==> src/rtl/control_fsm_gen.sv <==
// control_fsm_gen: control-unit FSM for the single-cycle-datapath processor.
// Sequences fetch / decode / execute and produces every datapath control
// (PC, IR, data memory, register file, ALU). Adds LOADI, AND, OR, BRZ, a
// configurable data-memory read latency, a Run stall, a resumable HALT, a
// sticky illegal-opcode flag and a saturating decoded-instruction counter.
// Parameter constraints: IW >= OPW+3*RAW, IW >= OPW+RAW+DAW,
// PCW <= IW-OPW-RAW, MEM_LAT >= 1, OPW >= 4.
module control_fsm_gen #(
    parameter int IW      = 16,
    parameter int OPW     = 4,
    parameter int RAW     = 4,
    parameter int DAW     = 8,
    parameter int PCW     = 8,
    parameter int MEM_LAT = 1,
    parameter int CNTW    = 16,
    localparam int IMMW   = IW - OPW - RAW
) (
    input  logic            Clk,
    input  logic            resetN,
    input  logic [IW-1:0]   IR,
    input  logic            Run,
    input  logic            Resume,
    input  logic            Ra_zero,
    output logic            PC_up,
    output logic            PC_clr,
    output logic            PC_ld,
    output logic [PCW-1:0]  PC_target,
    output logic            IR_ld,
    output logic [DAW-1:0]  D_Addr,
    output logic            D_wr,
    output logic [1:0]      RF_s,
    output logic [IMMW-1:0] RF_imm,
    output logic [RAW-1:0]  RF_W_addr,
    output logic [RAW-1:0]  RF_Ra_addr,
    output logic [RAW-1:0]  RF_Rb_addr,
    output logic            RF_W_en,
    output logic [2:0]      ALU_s,
    output logic            Illegal,
    output logic            Halted,
    output logic [CNTW-1:0] InstrCnt,
    output logic [3:0]      OutState,
    output logic [3:0]      NextState
);

    // Wait counter only needs to count 0 .. MEM_LAT-1.
    localparam int WAITW = (MEM_LAT > 1) ? $clog2(MEM_LAT) : 1;

    typedef enum logic [3:0] {
        S_INIT   = 4'd0,
        S_FETCH  = 4'd1,
        S_DECODE = 4'd2,
        S_LOAD_A = 4'd3,
        S_LOAD_B = 4'd4,
        S_ADD    = 4'd5,
        S_SUB    = 4'd6,
        S_STORE  = 4'd7,
        S_NOOP   = 4'd8,
        S_HALT   = 4'd9,
        S_LOADI  = 4'd10,
        S_AND    = 4'd11,
        S_OR     = 4'd12,
        S_BRZ    = 4'd13
    } state_t;

    localparam logic [OPW-1:0] OP_NOOP  = OPW'(0);
    localparam logic [OPW-1:0] OP_STORE = OPW'(1);
    localparam logic [OPW-1:0] OP_LOAD  = OPW'(2);
    localparam logic [OPW-1:0] OP_ADD   = OPW'(3);
    localparam logic [OPW-1:0] OP_SUB   = OPW'(4);
    localparam logic [OPW-1:0] OP_HALT  = OPW'(5);
    localparam logic [OPW-1:0] OP_LOADI = OPW'(6);
    localparam logic [OPW-1:0] OP_AND   = OPW'(7);
    localparam logic [OPW-1:0] OP_OR    = OPW'(8);
    localparam logic [OPW-1:0] OP_BRZ   = OPW'(9);

    localparam logic [WAITW-1:0] WAIT_LAST = WAITW'(MEM_LAT - 1);

    state_t            state_q, state_d;
    logic              illegal_q, illegal_d;
    logic [CNTW-1:0]   cnt_q, cnt_d;
    logic [WAITW-1:0]  wait_q, wait_d;

    // Instruction fields
    logic [OPW-1:0]    opcode;
    logic [RAW-1:0]    fld_ra;
    logic [RAW-1:0]    fld_rb;
    logic [RAW-1:0]    fld_rd;
    logic [DAW-1:0]    fld_ld_addr;
    logic [DAW-1:0]    fld_st_addr;
    logic [IMMW-1:0]   fld_imm;
    logic [PCW-1:0]    fld_target;

    assign opcode      = IR[IW-1 -: OPW];
    assign fld_ra      = IR[IW-OPW-1 -: RAW];
    assign fld_rb      = IR[IW-OPW-RAW-1 -: RAW];
    assign fld_rd      = IR[RAW-1:0];
    assign fld_ld_addr = IR[IW-OPW-1 -: DAW];
    assign fld_st_addr = IR[DAW-1:0];
    assign fld_imm     = IR[IW-OPW-1:RAW];
    assign fld_target  = IR[PCW-1:0];

    // Counter increment that sticks at all-ones instead of wrapping.
    function automatic logic [CNTW-1:0] sat_inc(input logic [CNTW-1:0] v);
        if (&v) begin
            return v;
        end
        return v + CNTW'(1);
    endfunction

    // Next-state, sticky flag, instruction counter and load-wait counter.
    always_comb begin
        state_d   = state_q;
        illegal_d = illegal_q;
        cnt_d     = cnt_q;
        wait_d    = wait_q;
        case (state_q)
            S_INIT: begin
                state_d = S_FETCH;
            end
            S_FETCH: begin
                if (Run) begin
                    state_d = S_DECODE;
                end
            end
            S_DECODE: begin
                cnt_d  = sat_inc(cnt_q);
                // Clear here so every LOAD_A visit starts counting from zero.
                wait_d = '0;
                case (opcode)
                    OP_NOOP:  state_d = S_NOOP;
                    OP_STORE: state_d = S_STORE;
                    OP_LOAD:  state_d = S_LOAD_A;
                    OP_ADD:   state_d = S_ADD;
                    OP_SUB:   state_d = S_SUB;
                    OP_HALT:  state_d = S_HALT;
                    OP_LOADI: state_d = S_LOADI;
                    OP_AND:   state_d = S_AND;
                    OP_OR:    state_d = S_OR;
                    OP_BRZ:   state_d = S_BRZ;
                    default: begin
                        illegal_d = 1'b1;
                        state_d   = S_FETCH;
                    end
                endcase
            end
            S_LOAD_A: begin
                if (wait_q == WAIT_LAST) begin
                    wait_d  = '0;
                    state_d = S_LOAD_B;
                end else begin
                    wait_d = wait_q + WAITW'(1);
                end
            end
            S_HALT: begin
                if (Resume) begin
                    state_d = S_FETCH;
                end
            end
            S_LOAD_B, S_ADD, S_SUB, S_STORE, S_NOOP,
            S_LOADI, S_AND, S_OR, S_BRZ: begin
                state_d = S_FETCH;
            end
            default: begin
                state_d = S_INIT;
            end
        endcase
    end

    // State and control registers; synchronous active-low reset wins over all.
    always_ff @(posedge Clk) begin
        if (!resetN) begin
            state_q   <= S_INIT;
            illegal_q <= 1'b0;
            cnt_q     <= '0;
            wait_q    <= '0;
        end else begin
            state_q   <= state_d;
            illegal_q <= illegal_d;
            cnt_q     <= cnt_d;
            wait_q    <= wait_d;
        end
    end

    // Datapath controls decoded from the current state and instruction fields.
    always_comb begin
        PC_up      = 1'b0;
        PC_clr     = 1'b0;
        PC_ld      = 1'b0;
        PC_target  = '0;
        IR_ld      = 1'b0;
        D_Addr     = '0;
        D_wr       = 1'b0;
        RF_s       = 2'd0;
        RF_imm     = '0;
        RF_W_addr  = '0;
        RF_Ra_addr = '0;
        RF_Rb_addr = '0;
        RF_W_en    = 1'b0;
        ALU_s      = 3'd0;
        Halted     = 1'b0;
        case (state_q)
            S_INIT: begin
                PC_clr = 1'b1;
            end
            S_FETCH: begin
                IR_ld = Run;
                PC_up = Run;
            end
            S_LOAD_A: begin
                D_Addr = fld_ld_addr;
            end
            S_LOAD_B: begin
                D_Addr    = fld_ld_addr;
                RF_s      = 2'd1;
                RF_W_addr = fld_rd;
                RF_W_en   = 1'b1;
            end
            S_ADD, S_SUB, S_AND, S_OR: begin
                RF_Ra_addr = fld_ra;
                RF_Rb_addr = fld_rb;
                RF_W_addr  = fld_rd;
                RF_W_en    = 1'b1;
                case (state_q)
                    S_ADD:   ALU_s = 3'd1;
                    S_SUB:   ALU_s = 3'd2;
                    S_AND:   ALU_s = 3'd3;
                    default: ALU_s = 3'd4;
                endcase
            end
            S_STORE: begin
                RF_Ra_addr = fld_ra;
                D_Addr     = fld_st_addr;
                D_wr       = 1'b1;
            end
            S_LOADI: begin
                RF_s      = 2'd2;
                RF_imm    = fld_imm;
                RF_W_addr = fld_rd;
                RF_W_en   = 1'b1;
            end
            S_BRZ: begin
                // PC_up/PC_clr are never active here, so PC_ld cannot collide.
                RF_Ra_addr = fld_ra;
                PC_target  = fld_target;
                PC_ld      = Ra_zero;
            end
            S_HALT: begin
                Halted = 1'b1;
            end
            default: begin
            end
        endcase
    end

    assign Illegal   = illegal_q;
    assign InstrCnt  = cnt_q;
    assign OutState  = state_q;
    assign NextState = state_d;

endmodule

==> config.mk <==
export PLATFORM = sky130hd
export DESIGN_NAME = control_fsm_gen
export DESIGN_NICKNAME = d
export VERILOG_FILES = /design/src/rtl/control_fsm_gen.sv
export SDC_FILE = /design/constraint.sdc
export NUM_CORES = 1
export LEC_CHECK = 0
export ABC_AREA = 1
export CAP_MARGIN = 0
export CELL_PAD_IN_SITES_DETAIL_PLACEMENT = 0
export CELL_PAD_IN_SITES_GLOBAL_PLACEMENT = 1
export CORE_MARGIN = 2
export CORE_UTILIZATION = 40
export DETAILED_ROUTE_END_ITERATION = 10
export DONT_BUFFER_PORTS = 1
export GPL_TIMING_DRIVEN = 0
export HOLD_SLACK_MARGIN = 0.1
export PLACE_DENSITY_LB_ADDON = 0.1
export SYNTH_ARGS = -nofsm -noshare
export SYNTH_HDL_FRONTEND = slang
export SYNTH_SLANG_ARGS = --single-unit
export TNS_END_PERCENT = 30
==> constraint.sdc <==
create_clock -name Clk -period 1.75 [get_ports Clk]
set_clock_uncertainty 0.05 [all_clocks]
set_input_delay 0.35 -clock Clk [delete_from_list [all_inputs] [get_ports Clk]]
set_output_delay 0.35 -clock Clk [all_outputs]
set_load 0.005 [all_outputs]
## Yosys cells after proc, flatten, opt, wreduce, memory -nomap -nowiden

Index checks and enable logic that the tools add are counted.

| operators by class | value |
|---|---|
| add/subtract/negate cells | 2 |
| muxes and demuxes | 25 |
| equality and inequality tests | 23 |
| reduce and logical (&&, ||, !) cells | 12 |
| bitwise operators | 1 |

Operator list:

| operator | number |
|---|---|
| 4-bit one-hot mux with 10 select lines | 1 |
| 4-bit by 3-bit equality test with 1-bit output, second input constant | 8 |
| 4-bit equality test, second input constant | 8 |
| 4-bit two-way mux | 6 |
| 4-bit one-hot mux with 5 select lines | 1 |
| 10-bit OR reduction | 2 |
| 16-bit by 1-bit adder with 16-bit output, second input constant | 1 |
| 4-bit by 2-bit equality test with 1-bit output, second input constant | 4 |
| 16-bit two-way mux | 1 |
| 8-bit two-way mux | 2 |
| 8-bit one-hot mux with 2 select lines | 1 |
| 16-bit AND reduction | 1 |
| 6-bit OR reduction | 2 |
| 1-bit two-way mux | 9 |
| 3-bit one-hot mux with 3 select lines | 1 |
| 4-bit by 1-bit equality test with 1-bit output, second input constant | 2 |
| 4-bit zero test | 2 |
| 2-bit one-hot mux with 2 select lines | 1 |
| 2-bit AND reduction | 2 |
| 4-bit OR reduction | 1 |
| 3-bit two-way mux | 1 |
| 2-bit != test, second input constant | 1 |
| 1-bit one-hot mux with 2 select lines | 1 |
| 2-bit nonzero test | 1 |
| other kinds (3) | 3 |

| word-level totals | value |
|---|---|
| register bits after elaboration | 22 |
| output and inout bits | 73 |
| input bits | 21 |

## Logic depth before layout (Yosys ltp)

Gate-level depths: netlist (run 1).

| logic depth | value |
|---|---|
| depth after elaboration | 5 |
| depth in mapped cells | 9 |
| mapped depth without buffers | 9 |

## Worst setup path after synthesis (run 1)

No wires, ideal clock.

| timing | value |
|---|---|
| path type | register -> register |
| start | reg cnt_q[0] (netlist: InstrCnt[0]) |
| end | reg cnt_q[13] (netlist: InstrCnt[13]) |
| path buffers | 1 |
| clock period less this slack | 1573 ps |
| stages on the path, launching flop included | 10 |
| slack | 177 ps |
| data arrival time | 1384 ps |
| setup time | 139 ps |
| cell sequence | dfxtp_1 ha_1 nand2_1 nor2_2 nand2_2 nor2_2 nor2_4 buf_12 nand2_2 a21oi_2 |

| on the way | value |
|---|---|
| cells in the longest elaborated chain, start to end | 5 |
| elaborated cells between the ends (all ways) | 7 |
| those cells by class | 1 x add/sub; 1 x eq/ne; 3 x mux; 2 x reduce/logical |

Ends and longest elaborated chain:

| what | RTL line | RTL |
|---|---|---|
| start: declaration | 80 | `logic [CNTW-1:0] cnt_q, cnt_d;` |
| start signal: assignment | 179 | `cnt_q <= cnt_d;` |
| parallel branches: the longest is 5 deep, another holds 16-bit by 1-bit adder with 16-bit output | - |  |

Parallel ways; which one is timed is not known. The select of a mux whose other input is x is not followed.
A chain may end at the register's enable or synchronous reset.

## Final worst setup path (run 1)

| timing | value |
|---|---|
| start | reg state_q[1] (netlist: OutState[1]) |
| end | out RF_W_addr[1] |

| on the way | value |
|---|---|
| cells in the longest elaborated chain, start to end | 3 |
| elaborated cells between the ends (all ways) | 8 |
| those cells by class | 6 x eq/ne; 1 x mux; 1 x reduce/logical |

Ends and longest elaborated chain:

| what | RTL line | RTL |
|---|---|---|
| start: declaration | 78 | `state_t state_q, state_d;` |
| start signal: assignment | 177 | `state_q <= state_d;` |
| 4-bit equality test / 4-bit by 3-bit equality test with 1-bit output (equally long branches) | 201 | `case (state_q)` |
| 6-bit OR reduction (no line) (*) | - |  |
| 4-bit two-way mux (*) | 201 |  |
| end: declaration | 33 | `output logic [RAW-1:0] RF_W_addr,` |

Mark *: on every way between the ends. The rest lies on a longest branch, timed or not.

==> impl_results.md, run 1 <==
* Die width at between 60 and 70 um
* Final hold slack at 130 ps
* Comb power frac at 15.3%
* CTS Sinks at 21
* Unrepaired setup endpoints after global routing: yes
* Crit. End Element: output pin
* First-pass GRT wire length at 7.77 mm
* Nets@finish at between 300 and 400
* Final period utilization at 106%
* Max IR drop VDD at about 0.27 mV
* Flop-to-flop setup slack at ~130 ps
* Antenna violations before repair at 0
* P_int at 0.000687 W
* Initial Util at 41.9%
* Max_cap viols at 0
* Synth top area cells: dfxtp_1, nand2_1, nor2_1, inv_1, nand2_2
* Max frequency at approximately 0.54 GHz
* Failing checks: negative setup slack
* # H-tree levels at 1
* Final ANT Viol Nets at 0
* Clk Latency, worst-skew pair at about 270 ps
* DR pass1 iterations at 4
* Post-Route WL at around 4.7 mm
* Worst setup endpoint: RF_W_addr[1]
* Tightest Pin Transition at about 710 ps
* Critical path class: reg -> out
* CTS Root Cell: clkbuf_8
* Syn Nets at around 300
* Iter 0 DRT Violations at 71
* GR Util met1 at between 20% and 30%
* Crit path time final at 1850 ps
* Register area share after synthesis at 24.7%
* Number of enable flip-flop cells after synthesis at 0
* Psw at between 0.0002 and 0.0003 W
* Crit Path Max Fanout at 6
* Worst r2r path cells at 9
* Post-synthesis cell type count at 25
* FF+latch count, synth at 21
* Wirelength per Cell at about 14 um
* Clk buf depth at 2
* Routability cong. at roughly 0.86
* Final Max Tran Viols at 0
* DP HPWL at ~3.5 mm
* Synth Cell Area at around 1700 um2
* Vias in the first global route at 1,543
* Largest net degree at the start of global routing at 13
* Area added between synthesis and finish at 20.7%
* Status: finished, violations left
* Met2 Usage GRT at between 30 and 40%
* Most used routing layer: met2
* Yosys top cell area share at between 20% and 30%
* Yosys warning count at 0
* Worst EP arrival at between 1000 and 1500 ps
* Reg clk slew, reported paths at approximately 90 ps
* Power per Cell Area at between 400 and 500 nW/um2
* I/O pin cnt at 94
* Vias per cell at around 5.1
* Area of the core at between 4000 and 5000 um2
* Syn Area/Cell at between 5 and 6 um2
* Final setup fails at 19
* IO Port Bufs at 0
* Routed vias at around 1,700
* Layout cells sized above 1 at between 30% and 40%
* Total CTS buffers at 3
* Ys async rst share at 0%
* All-Layer GR Usage at approximately a fifth
* Slew HR at a little over half
* # DRC at 0
* Final Core Density at around half
* Final worst slack at -102 ps
* Hold Crit Depth at 2
* Type of the most critical hold path: in -> reg
* Row count at 23
* Placed cell area at between 1500 and 2000 um2
* Leakage at 0.873 nW
* Critical Path RT at between 1000 and 1500 ps
* Met3 Use GR at 5.23%
* FF-to-FF End: InstrCnt[13]
* Die height at 69.2 um
* Sum Neg Setup Slack at -1210 ps
* Worst R2R Start: InstrCnt[0]
* Ys flop type: dfxtp_1
* Die area at between 4000 and 5000 um2
* Final Hold Vio Count at 0
* Antenna cells at 0
* Sequential cell fraction of total power at 50.4%
* TritonCTS clock tree: done
* Post-route cell area at approximately 2100 um2
* Cells after Synth at around 290
* Yosys top cell by area: dfxtp_1
* Grt total ovfl at 0
* Crit start category: flop
* Sw Ratio at ~30%
* Clock share of power at about 34%
* Crit path from: OutState[1]
how the worst min path moves through the flow:
stage                 start  slack [ps]            to
global route         resetN         120   InstrCnt[0]
floorplan           Illegal         410       Illegal
detailed placement   resetN         430   InstrCnt[0]
CTS                  resetN         130   InstrCnt[0]
finish               resetN         130   InstrCnt[0]
global placement     resetN         430  InstrCnt[14]
area by class of cell:
type,instances,area (um2)
timing repair buffer,5,41.3
multi-input combinational,211,1220
clock inverter,1,5.00
sequential,21,442
clock buffer,3,41.3
tap,50,62.6
buffer,3,31.3
fill,426,2000
inverter,51,209
cells by family (layout without fill, tap and decap cells):
logic type	count (synthesis)	in the layout	share of synthesized area (%)
AOI/OAI and AO/OA	38	38	14.7
DFF	21	21	24.7
adders and majority gates	1	1	0.735
and+or+nand+nor	166	166	43.7
xor gates and xnor gates	6	6	3.09
buffers and inverters	54	63	13.1
routing by layer:
metal  wire (um)  share of wire, %  vias to the layer above
met5           0                 0                        -
met4          34              0.73                        0
met3         316               6.8                        4
met2        2350                51                       66
met1        1960                42                      771
li1            -                 -                      908
what timing repair did:
| action | in CTS | in global routing |
|---|---|---|
| buffers inserted | 4 | 1 |
| pin swaps | 6 | 6 |
| resized for setup | 39 | 32 |
| setup endpoints to repair | 52 | 58 |
| hold buffers | 0 | 0 |
registers in the layout (all words and copies together), names as in the netlist:
name / flops
Illegal: 1
InstrCnt: 16
OutState: 4
synth_stat cells, types with 2 or more instances:
library cell,instances
nand2_1,60
nor2_1,58
inv_1,45
dfxtp_1,21
nand3_1,14
nand2_2,13
a21oi_1,12
nor2_2,9
o22ai_1,9
a21oi_2,8
inv_2,6
nand4_1,6
o21ai_0,6
xor2_1,4
nor2_4,3
o21ai_2,2
xnor2_1,2
critical path: stages, from the launching register on:
cell	delay, ps
dfxtp_4	410
inv_4	50
nor2_4	120
inv_2	80
o21ai_4	200
nor2_4	80
nand2_2	80
nor2_4	50
nor2_2	100
cell usage in the layout (no fill, tap or decap), drive strengths merged:
master	Yosys	layout
inv	51	50
and2	1	1
a21oi	20	20
buf	3	8
o21ai	9	9
nor2	70	70
clkbuf	0	3
clkinv	0	2
ha	1	1
nand4	6	6
nand3	15	15
xnor2	2	2
dfxtp	21	21
nand2	73	73
nor3	1	1
xor2	4	4
o22ai	9	9
per-stage QoR:
| step | std cells | worst slack [ps] | total power [W] |
|---|---|---|---|
| 3_5_place_dp | 336 | -22.9 | 0.000630 |
| 6_report | 345 | -102 | 0.000983 |
| 4_1_cts | 344 | -97.8 | 0.000982 |
| 2_1_floorplan | 286 | 177 | 0.000605 |
| 3_3_place_gp | 336 | -20.1 | 0.000630 |
| 5_1_grt | 345 | -190 | 0.00104 |
power by group through the flow:
stage | logic (W) | registers (W) | clock network, W
2_1_floorplan | 0.000101 | 0.000504 | 0
3_3_place_gp | 0.000124 | 0.000507 | 0
3_5_place_dp | 0.000124 | 0.000506 | 0
4_1_cts | 0.000139 | 0.000497 | 0.000346
5_1_grt | 0.000168 | 0.000497 | 0.000375
6_report | 0.000151 | 0.000495 | 0.000337
Power figures use the tool's default switching activity.
==> run 2, diff against run 1 <==
--- a/config.mk
+++ b/config.mk
@@ -10,12 +10,14 @@
 export CELL_PAD_IN_SITES_DETAIL_PLACEMENT = 0
 export CELL_PAD_IN_SITES_GLOBAL_PLACEMENT = 1
 export CORE_MARGIN = 2
-export CORE_UTILIZATION = 40
+export CORE_UTILIZATION = 42
+export CTS_BUF_LIST = sky130_fd_sc_hd__clkbuf_8
 export DETAILED_ROUTE_END_ITERATION = 10
 export DONT_BUFFER_PORTS = 1
 export GPL_TIMING_DRIVEN = 0
 export HOLD_SLACK_MARGIN = 0.1
 export PLACE_DENSITY_LB_ADDON = 0.1
+export RECOVER_POWER = 50
 export SYNTH_ARGS = -nofsm -noshare
 export SYNTH_HDL_FRONTEND = slang
 export SYNTH_SLANG_ARGS = --single-unit
==> impl_results.md, run 2 (synthesized netlist as in run 1, its figures left out) <==
* Status: finished, violations left
* Failing checks: negative setup slack
* Max reg flops at 16
* Unrepaired setup endpoints after global routing: yes
* Type of the most critical hold path: in -> reg
* Crit. End Element: output pin
* # H-tree levels at 1
* Total CTS buffers at 3
* Post-Route WL at about 4.4 mm
* Most used cell, CP: nor2_4
* Crit path from: OutState[3]
* Worst R2R Start: InstrCnt[0]
* TritonCTS clock tree: done
* Leakage at around 0.85 nW
* Final Hold Vio Count at 0
* I/O pin cnt at 94
* Vias in the first global route at roughly 1,500
* Grt total ovfl at 0
* Die area at between 4000 and 5000 um2
* Leading cell type in the layout, fill and taps excluded: nand2_1
* Crit Path Max Fanout at 5
* CTS Sinks at 21
* DR pass1 iterations at 4
* Antenna violations before repair at 0
* Total stage count of the critical path at 8
* Worst EP arrival at between 1000 and 1500 ps
* Final Core Density at 50.1%
* Flop-to-flop setup slack at around 10 ps
* Layout cells sized above 1 at 28.3%
* Clk Latency, worst-skew pair at between 200 and 300 ps
* Max frequency at about 0.54 GHz
* Final setup fails at 21
* Largest net degree at the start of global routing at 12
* Worst path bufs/invs at 2
* Iter 0 DRT Violations at 72
* Area of the core at 3940 um2
* Critical path class: reg -> out
* Max_cap viols at 0
* Max IR drop VDD at 0.359 mV
* Tightest Pin Transition at 688 ps
* Crit path time final at 1850 ps
* Nets@finish at ~320
* Crit start category: flop
* FF-to-FF End: InstrCnt[13]
* Final period utilization at 106%
* Routed vias at 1,724
* DP HPWL at ~3.4 mm
* Row count at 23
* IO Port Bufs at 0
* Worst slack, placed at -21.1 ps
* All-Layer GR Usage at approximately 19%
* First-pass GRT wire length at slightly below 7 mm
* Cts hold-fix bufs at 0
* Final Max Tran Viols at 0
* Crit path max-delay family: simple AND/OR/NAND/NOR gates
* Antenna cells at 0
* Crit path max-delay cell type: dfxtp_4
* Final ANT Viol Nets at 0
* Final worst slack at -103 ps
* Wirelength per Cell at 13.0 um
* Worst setup endpoint: RF_W_addr[3]
* Routability cong. at 0.831
* Power per Cell Area at around 490 nW/um2
* Clk buf depth at 2
* Most frequent cells in the layout: nand2_1, inv_1, nor2_1, nor2_2, dfxtp_1
* Worst path max stage delay at approximately 400 ps
* Slew HR at roughly 54%
* Die width at between 60 and 70 um
* # DRC at 0
* Area added between synthesis and finish at 16.1%
* Initial Util at roughly 43%
* CTS Root Cell: clkbuf_8
* Critical Path, Cell by Cell: inv_4 > nand2_4 > buf_4 > o21ai_4 > nor2_4 > nand2_2 > nor2_4 > nor2_2
* Reg clk slew, reported paths at roughly 80 ps
* Critical Path RT at 1350 ps
* Vias per cell at slightly above 5
* Die height at between 60 and 70 um
* Worst r2r path cells at 9
-- run 2: changes by cell type in the layout (fill, tap and decap cells not counted), moves of 3 or more --
cell / delta
nand2_1: +3
inv_4: +3
nor2_1: +4
nand2_2: -3
inv_1: +3
dfxtp_1: +3
-- run 2: repair_timing --
action	4_1_cts	5_1_grt
setup endpoints to repair	53	54
pin swaps	4	7
resized for setup	33	19
buffers inserted	2	1
-- run 2: cell type report --
class | instances | area [um2]
Fill cell | 405 | 1970
Clock inverter | 1 | 3.75
Clock buffer | 3 | 41.3
Sequential cell | 21 | 435
Tap cell | 50 | 62.6
Inverter | 51 | 201
Timing Repair Buffer | 3 | 22.5
Buffer | 3 | 31.3
Multi-Input combinational cell | 211 | 1180
-- run 2: worst min path at each step --
stage                     startpoint           end  cells past startpoint
after floorplan              Illegal       Illegal                      2
after global placement        resetN   InstrCnt[0]                      2
after detailed placement      resetN  InstrCnt[14]                      2
after CTS                     resetN   InstrCnt[0]                      2
after global routing          resetN   InstrCnt[0]                      2
final                         resetN  InstrCnt[14]                      2
-- run 2: per-layer routing --
metal  global-route usage (%)  vias to the layer above  share of wire, %
met5                        0                        -                 0
met4                     6.12                        0               1.1
met3                     3.83                        5               7.1
met2                     34.1                       64                49
met1                     23.2                      745                43
li1                         -                      910                 -
-- run 2: power breakdown --
group	leakage [nW]	internal [W]	switching, W
clock	0.0269	0.000157	0.000166
sequential	0.172	0.000481	0.0000154
combinational	0.653	0.0000444	0.0000973
total	0.852	0.000682	0.000279
-- run 2: through the flow --
step / power, W / TNS, ps / cells / area (um2) / hold WS, ps
CTS: 0.000963 / -1440 / 342 / 1920 / 138
detailed placement: 0.000630 / -96.6 / 336 / 1760 / 426
finish: 0.000960 / -1480 / 343 / 1980 / 149
global route: 0.00101 / -6070 / 343 / 1980 / 151
floorplan: 0.000605 / 0 / 286 / 1700 / 410
global placement: 0.000629 / -95.7 / 336 / 1760 / 424
==> run 3, diff against run 2 <==
--- a/config.mk
+++ b/config.mk
@@ -16,7 +16,7 @@
 export DONT_BUFFER_PORTS = 1
 export GPL_TIMING_DRIVEN = 0
 export HOLD_SLACK_MARGIN = 0.1
-export PLACE_DENSITY_LB_ADDON = 0.1
+export PLACE_DENSITY = 0.84
 export RECOVER_POWER = 50
 export SYNTH_ARGS = -nofsm -noshare
 export SYNTH_HDL_FRONTEND = slang
==> impl_results.md, run 3 (synthesized netlist as in run 1, its figures left out) <==
* Row count at 23
* Area of the multi-input gates at 1180 um2
* Worst EP arrival at between 1000 and 1500 ps
* Crit. End Element: output pin
* Grt total ovfl at 0
* Post-Route WL at between 4 and 5 mm
* First-pass GRT wire length at between 6 and 7 mm
* Final ANT Viol Nets at 0
* Initial Util at 43.2%
* CTS Root Cell: clkbuf_8
* All-Layer GR Usage at around a fifth
* Max IR drop VDD at ~0.35 mV
* Critical Path RT at about 1400 ps
* Flop-to-flop setup slack at ~10 ps
* Clk buf depth at 2
* Area of the core at approximately 3900 um2
* Layout cells sized above 1 at between 30% and 40%
* Tightest Pin Transition at 677 ps
* Vias per cell at approximately 5.1
* Max_cap viols at 0
* Die width at slightly below 70 um
* Final Max Tran Viols at 0
* CTS Sinks at 21
* Area added between synthesis and finish at 17.1%
* DP HPWL at about 3.5 mm
* I/O pin cnt at between 90 and 100
* Reg clk slew, reported paths at ~80 ps
* Antenna cells at 0
* Final worst slack at -126 ps
* Final period utilization at 107%
* Failing checks: negative setup slack
* Crit Path Max Fanout at 6
* Most frequent cells in the layout: nand2_1, inv_1, nor2_1, nor2_2, dfxtp_1
* Antenna violations before repair at 0
* Max frequency at 0.533 GHz
* Clk Latency, worst-skew pair at between 200 and 300 ps
* Slew HR at a little over half
* Total CTS buffers at 3
* Crit start category: flop
* Sum Neg Setup Slack at -1480 ps
* Nets@finish at about 320
* # fillers at between 400 and 500
* Worst slack, placed at -4.42 ps
* Final setup fails at 22
* Status: finished, violations left
* Pwr Total at between 0.0009 and 0.001 W
* DR pass1 iterations at 4
* Sequential cell area at 435 um2
* Hold Crit Depth at 2
* Vias in the first global route at about 1,500
* # DRC at 0
* # H-tree levels at 1
* Final Hold Vio Count at 0
* Type of the most critical hold path: in -> reg
* Crit path time final at 1880 ps
* Final Core Density at 50.5%
* Leakage at 0.862 nW
* Final hold slack at between 150 and 200 ps
* Die area at ~4600 um2
* Leading cell type in the layout, fill and taps excluded: nand2_1
* IO Port Bufs at 0
* Unrepaired setup endpoints after global routing: yes
* TritonCTS clock tree: done
* Routability cong. at about 0.78
* Largest net degree at the start of global routing at 13
* Critical path class: reg -> out
* Wirelength per Cell at between 10 and 15 um
* Power per Cell Area at just under 500 nW/um2
* Worst r2r path cells at 9
* Die height at around 68 um
* Routed vias at between 1,500 and 2,000
* Iter 0 DRT Violations at between 50 and 60
* Max reg flops at 16
==> run 3: changes by cell type in the layout (fill, tap and decap cells not counted), sizes merged <==
cell,before,now
inv,52,51
clkinv,0,1
buf,6,7
==> run 3: where the power goes <==
group | internal, W | switching (W)
registers | 0.000481 | 0.0000149
logic | 0.0000462 | 0.0000992
clock network | 0.000158 | 0.000157
==> run 3: path summary, 6_finish.rpt <==
check	from	end
max	OutState[1]	RF_W_addr[1]
min	resetN	InstrCnt[10]
max reg2reg	InstrCnt[0]	InstrCnt[13]
min reg2reg	Illegal	Illegal
==> run 3: through the flow <==
| stage | std cells | cell area, um2 |
|---|---|---|
| 5_1_grt | 344 | 1990 |
| 6_report | 344 | 1990 |
| 2_1_floorplan | 286 | 1700 |
| 3_5_place_dp | 336 | 1760 |
| 4_1_cts | 343 | 1920 |
| 3_3_place_gp | 336 | 1760 |
==> run 3: critical path, stage by stage (launching register included) <==
cell,delay (ps)
dfxtp_4,390
nand2_4,80
inv_2,40
nand2_2,100
o21ai_4,90
nor2_4,180
nand2_2,80
nor2_4,170
nor2_1,80
==> run 3: routing by layer <==
metal,part of all wire [%],global-route usage (%),up-vias
met5,0,0,-
met4,0.44,4.59,0
met3,6.1,3.00,2
met2,52,37.0,61
met1,41,22.5,782
li1,-,-,908
==> run 3: layout make-up <==
class,count,share of cell area [%]
clock buffers,3,2.07
inverters,51,10.1
multi-input cells,211,59.5
well taps,50,3.14
plain buffers,3,1.57
flip-flops and latches,21,21.9
clock inverters,1,0.251
repair buffers,4,1.51
==> run 3: repair_timing <==
action,CTS,global route
gates resized for setup,33,22
hold endpoints to repair,0,0
buffers inserted,3,1
setup endpoints to repair,51,55
pin swaps,4,1
hold buffers,0,0
